[src/rtl/fc_argmax.sv]
// Streaming argmax over one frame of NUM_CLASSES signed scores, with IDLE/RUN/DONE sequencing.
// Define FC_ARGMAX_MARGIN_EN to add the second-best tracker and the top-1/top-2 margin output.
module fc_argmax #(
    parameter int DATA_SIZE   = 16,
    parameter int NUM_CLASSES = 10,
    parameter int IDX_W       = $clog2(NUM_CLASSES)
) (
    input  logic                        clk,
    input  logic                        rst,
    input  logic                        start,
    input  logic                        score_valid,
    input  logic signed [DATA_SIZE-1:0] score_data,
    output logic                        score_ready,
    output logic                        busy,
    output logic                        fc_2_finish,
    output logic                        ans_valid,
    output logic [IDX_W-1:0]            ans,
    output logic signed [DATA_SIZE-1:0] max_score
`ifdef FC_ARGMAX_MARGIN_EN
    ,
    output logic [DATA_SIZE:0]          margin
`endif
);

    typedef enum logic [1:0] {
        S_IDLE = 2'd0,
        S_RUN  = 2'd1,
        S_DONE = 2'd2
    } state_t;

    state_t                      state_q;
    logic [IDX_W-1:0]            cnt_q;
    logic                        ready_q;
    logic                        busy_q;
    logic                        finish_q;
    logic                        ans_valid_q;
    logic [IDX_W-1:0]            ans_q;
    logic signed [DATA_SIZE-1:0] max_score_q;

    logic signed [DATA_SIZE-1:0] max_q, max_d;
    logic [IDX_W-1:0]            idx_q, idx_d;

    logic xfer;
    logic last_xfer;

`ifdef FC_ARGMAX_MARGIN_EN
    localparam logic signed [DATA_SIZE-1:0] MOST_NEG = {1'b1, {(DATA_SIZE-1){1'b0}}};

    logic signed [DATA_SIZE-1:0] sec_q, sec_d;
    logic [DATA_SIZE:0]          margin_q;

    // One extra bit keeps max - second non-negative even for full-range scores.
    function automatic logic [DATA_SIZE:0] top_gap(input logic signed [DATA_SIZE-1:0] a,
                                                   input logic signed [DATA_SIZE-1:0] b);
        logic signed [DATA_SIZE:0] d;
        d = {a[DATA_SIZE-1], a} - {b[DATA_SIZE-1], b};
        return d;
    endfunction
`endif

    assign xfer      = ready_q & score_valid;
    assign last_xfer = xfer && (cnt_q == IDX_W'(NUM_CLASSES - 1));

    // Strict greater-than keeps the earliest index on ties.
    always_comb begin
        max_d = max_q;
        idx_d = idx_q;
`ifdef FC_ARGMAX_MARGIN_EN
        sec_d = sec_q;
`endif
        if (cnt_q == '0) begin
            max_d = score_data;
            idx_d = '0;
`ifdef FC_ARGMAX_MARGIN_EN
            sec_d = MOST_NEG;
`endif
        end else if (score_data > max_q) begin
`ifdef FC_ARGMAX_MARGIN_EN
            sec_d = max_q;
`endif
            max_d = score_data;
            idx_d = cnt_q;
        end
`ifdef FC_ARGMAX_MARGIN_EN
        else if (score_data > sec_q) begin
            sec_d = score_data;
        end
`endif
    end

    // Running trackers are pure datapath; the first transfer of every frame reloads them.
    always_ff @(posedge clk) begin
        if (xfer) begin
            max_q <= max_d;
            idx_q <= idx_d;
`ifdef FC_ARGMAX_MARGIN_EN
            sec_q <= sec_d;
`endif
        end
    end

    always_ff @(posedge clk or posedge rst) begin
        if (rst) begin
            state_q     <= S_IDLE;
            cnt_q       <= '0;
            ready_q     <= 1'b0;
            busy_q      <= 1'b0;
            finish_q    <= 1'b0;
            ans_valid_q <= 1'b0;
            ans_q       <= '0;
            max_score_q <= '0;
`ifdef FC_ARGMAX_MARGIN_EN
            margin_q    <= '0;
`endif
        end else begin
            finish_q <= 1'b0;
            case (state_q)
                S_IDLE, S_DONE: begin
                    if (start) begin
                        state_q     <= S_RUN;
                        cnt_q       <= '0;
                        ready_q     <= 1'b1;
                        busy_q      <= 1'b1;
                        ans_valid_q <= 1'b0;
                    end
                end
                S_RUN: begin
                    if (xfer) begin
                        cnt_q <= cnt_q + IDX_W'(1);
                    end
                    if (last_xfer) begin
                        state_q     <= S_DONE;
                        ready_q     <= 1'b0;
                        busy_q      <= 1'b0;
                        finish_q    <= 1'b1;
                        ans_valid_q <= 1'b1;
                        ans_q       <= idx_d;
                        max_score_q <= max_d;
`ifdef FC_ARGMAX_MARGIN_EN
                        margin_q    <= top_gap(max_d, sec_d);
`endif
                    end
                end
                default: begin
                    state_q <= S_IDLE;
                    ready_q <= 1'b0;
                    busy_q  <= 1'b0;
                end
            endcase
        end
    end

    assign score_ready = ready_q;
    assign busy        = busy_q;
    assign fc_2_finish = finish_q;
    assign ans_valid   = ans_valid_q;
    assign ans         = ans_q;
    assign max_score   = max_score_q;
`ifdef FC_ARGMAX_MARGIN_EN
    assign margin      = margin_q;
`endif

endmodule

[config.mk]
export PLATFORM = sky130hd
export DESIGN_NAME = fc_argmax
export DESIGN_NICKNAME = d
export VERILOG_FILES = /design/src/rtl/fc_argmax.sv
export SDC_FILE = /design/constraint.sdc
export NUM_CORES = 1
export LEC_CHECK = 0
export ABC_AREA = 1
export BUFFER_PORTS_ARGS = -buffer_cell sky130_fd_sc_hd__buf_2
export CAP_MARGIN = 5
export CORE_MARGIN = 3
export CORE_UTILIZATION = 40
export DETAILED_ROUTE_END_ITERATION = 8
export PLACE_DENSITY = 0.63
export SETUP_SLACK_MARGIN = 0.15
export SYNTH_ARGS = -nofsm -noshare
export SYNTH_HDL_FRONTEND = slang
export SYNTH_SLANG_ARGS = --single-unit
[constraint.sdc]
create_clock -name clk -period 4.5 [get_ports clk]
set_input_delay 0.675 -clock clk [delete_from_list [all_inputs] [get_ports clk]]
set_output_delay 0.675 -clock clk [all_outputs]
set_load 0.03 [all_outputs]
==> results by group <==
Timing
  • Max Fclk: approximately 400 MHz
  • Slew HR: between 30% and 40%
  • Worst hold slack: approximately 420 ps
  • Setup TNS: 0 ps
  • Worst slew pin tran: roughly 900 ps
  • RSZ-0062 raised after global routing: no
  • Min Tclk post-route: between 2000 and 2500 ps
  • Fin worst setup slack: slightly above 2000 ps
  • Final Hold Viols: 0
  • Pins Over Slew Limit: 0
  • Period utilisation layout: a little under three fifths
  • Clock Skews: between 10 and 15 ps
  • Final setup violation count: 0

Final layout
  • Nets: a little over 400
  • ANT cells: 0
  • Layout area overhead: 14.4%
  • Most common cell after layout, fill and taps aside: nand2_1
  • Share of layout cells above drive strength 1: between 10% and 20%
  • Most frequent cells in the layout: nand2_1 (100), inv_1 (50), buf_2 (43), nand3_1 (41), dfrtp_1 (29)

Power and ir drop
  • Max IR drop VDD: ~0.33 mV
  • Clk pwr share: between 10% and 20%
  • Switch Pwr: just over 0.0007 W
  • Leakage: roughly 1.7 nW
  • Sequential share of power: about two fifths
  • PnR Total Power: 0.00175 W
  • Internal power component: around 0.001 W
  • Comb pwr share: a little over two fifths
  • Switching fraction of total power: about two fifths
  • Pwr dens: 567 mW/mm2

Floorplan
  • DIE AREA: 0.00774 mm2
  • Die Width: 88.0 um
  • # IOs: 44
  • Placeable core area: ~0.0064 mm2
  • Row cnt: 29
  • Chip height: 88.0 um
  • Initial core utilization: between 40% and 50%

Critical path
  • R2R setup slack: between 2000 and 2500 ps
  • Worst R2R End: max_score[6]
  • Required time worst endpoint: roughly 4600 ps
  • Crit-path max FO: 22
  • R2r worst-path depth: 8
  • Critical Path Start Type: primary input
  • Worst r2r src: busy
  • CP Capture Type: flop
  • Crit path arrival time: 2540 ps
  • Critical path type: primary input to flop

Clocking
  • Post-cts hold buffer count: 0
  • Postcts setup bufs: 0
  • Root buffer cell: clkbuf_8
  • Clk buf depth: 2
  • CTS tree: done
  • H-tree depth: 2
  • Clock Latency Late Sink: 310 ps
  • Clock slew seen by the registers of the worst setup and hold paths: approximately 100 ps
  • # resized after CTS: 0
  • CTS Sinks: about 50
  • Inserted Clock Buffers: 5

Global routing
  • Overflow after GRT: 0
  • First-pass GRT wire length: between 9000 and 10000 um
  • Vias in the first global route: just under 2000
  • All-Layer GR Usage: 15.1%
  • Largest net degree at the start of global routing: 30
  • Initial antenna violation count: 0

Synthesis
  • Ys Warns: 0
  • Synthesized net count: 360
  • Top_reg_cell synth: dfrtp_1
  • Cell count after synthesis: around 320
  • EDFF count, synth: 20
  • Sequential fraction of the synthesis area: between 40 and 50%
  • Asr flop ratio synth: between 50% and 60%
  • Synth cell types: 20
  • #FFs+latches synth: approximately 50
  • Syn Area/Cell: between 8 and 9 um2
  • Post-Syn Area: ~0.0027 mm2

Run
  • Max-Cap Viols: 0

Outcome
  • Status: finished clean

Routing
  • WL/cell: approximately 12 um
  • WL final: about 5500 um
  • DR vias: about 2100
  • Antenna Nets Post-Route: 0
  • Drt via density: about 4.8
  • Initial DRC count: 94
  • DRC: 0
  • First-pass iteration count of the detailed router: 4

Placed design
  • Port Buf Inserts: between 40 and 50
  • GP Congestion: roughly 0.76
  • Worst slack at placement: 1670 ps
  • DPL Wire Length: between 3000 and 4000 um

Worst hold path
  • Hold WC Path Type: primary input to asynchronous set/reset pin
area by class of cell:
class                      count  area [um2]
clock buffer                   7         108
clock inverter                 1        6.26
fill                         640        3350
inverter                      51         191
multi-input combinational    212        1120
sequential                    49        1330
tap                           77        96.3
timing repair buffer          45         230
synth_stat cells, types with 4 or more instances:
cell | count | share of area (%)
inv_1 | 50 | 7.0
o21ai_0 | 5 | 0.93
edfxtp_1 | 20 | 22
nand3_1 | 41 | 7.6
and2_1 | 17 | 4.0
nand4_1 | 4 | 0.93
dfrtp_1 | 29 | 27
nor2_1 | 11 | 1.5
nand2_1 | 100 | 14
a21oi_1 | 11 | 2.0
ha_1 | 19 | 8.8
cell families (layout without fill, tap and decap cells):
logic type	Yosys count	in the layout	synth area share [%]
and+or+nand+nor	176	176	29.5
DFF	49	49	49.3
adders and majority gates	19	19	8.85
AOI/OAI and AO/OA	17	17	3.26
buffers and inverters	60	104	9.08
registers in the layout, indices dropped and copies added, names as in the netlist:
register / cells
max_score: 16
ans_valid: 1
busy: 1
idx_q: 4
max_q: 16
cnt_q: 4
ans: 4
state_q: 2
fc_2_finish: 1
routing by layer:
metal | wire length, um | part of all wire (%) | global-route usage, %
met5 | 0 | 0 | 0
met4 | 79 | 1.4 | 5.02
met3 | 232 | 4.2 | 3.20
met2 | 2600 | 47 | 24.9
met1 | 2580 | 47 | 19.8
power by group through the flow:
stage	combinational (W)	clock, W	sequential (W)
2_1_floorplan	0.000507	0	0.000781
3_3_place_gp	0.000736	0	0.000692
3_5_place_dp	0.000753	0	0.000697
4_1_cts	0.000757	0.000318	0.000688
5_1_grt	0.000849	0.000336	0.000703
6_report	0.000745	0.000312	0.000688
how the worst max path moves through the flow:
| stage | cells after the start | slack (ps) | endpoint | from |
|---|---|---|---|---|
| 2_1_floorplan | 9 | 2220 | max_q[10] | score_data[15] |
| 6_report | 11 | 2020 | max_q[0] | score_data[15] |
| 5_1_grt | 9 | 1780 | max_score[13] | score_valid |
| 3_5_place_dp | 9 | 1670 | max_score[6] | score_valid |
| 3_3_place_gp | 9 | 1730 | max_score[8] | score_valid |
| 4_1_cts | 9 | 1990 | max_score[3] | score_valid |
worst max-delay path, cell delays in order:
cell	delay [ps]
buf_2	110
ha_1	340
a21oi_1	150
o21ai_0	90
a21oi_1	160
nand2_1	80
nand2_1	130
nand3_4	260
nand2_4	290
nand2_1	100
and2_1	140
through the flow:
stage	utilization, %	instances	area, um2
after floorplan	-	321	2690
after global placement	46.1	434	2960
after detailed placement	46.1	434	2960
after CTS	47.9	442	3080
after global routing	47.9	442	3080
final	47.9	442	3080
(Power assumes the default switching activity.)
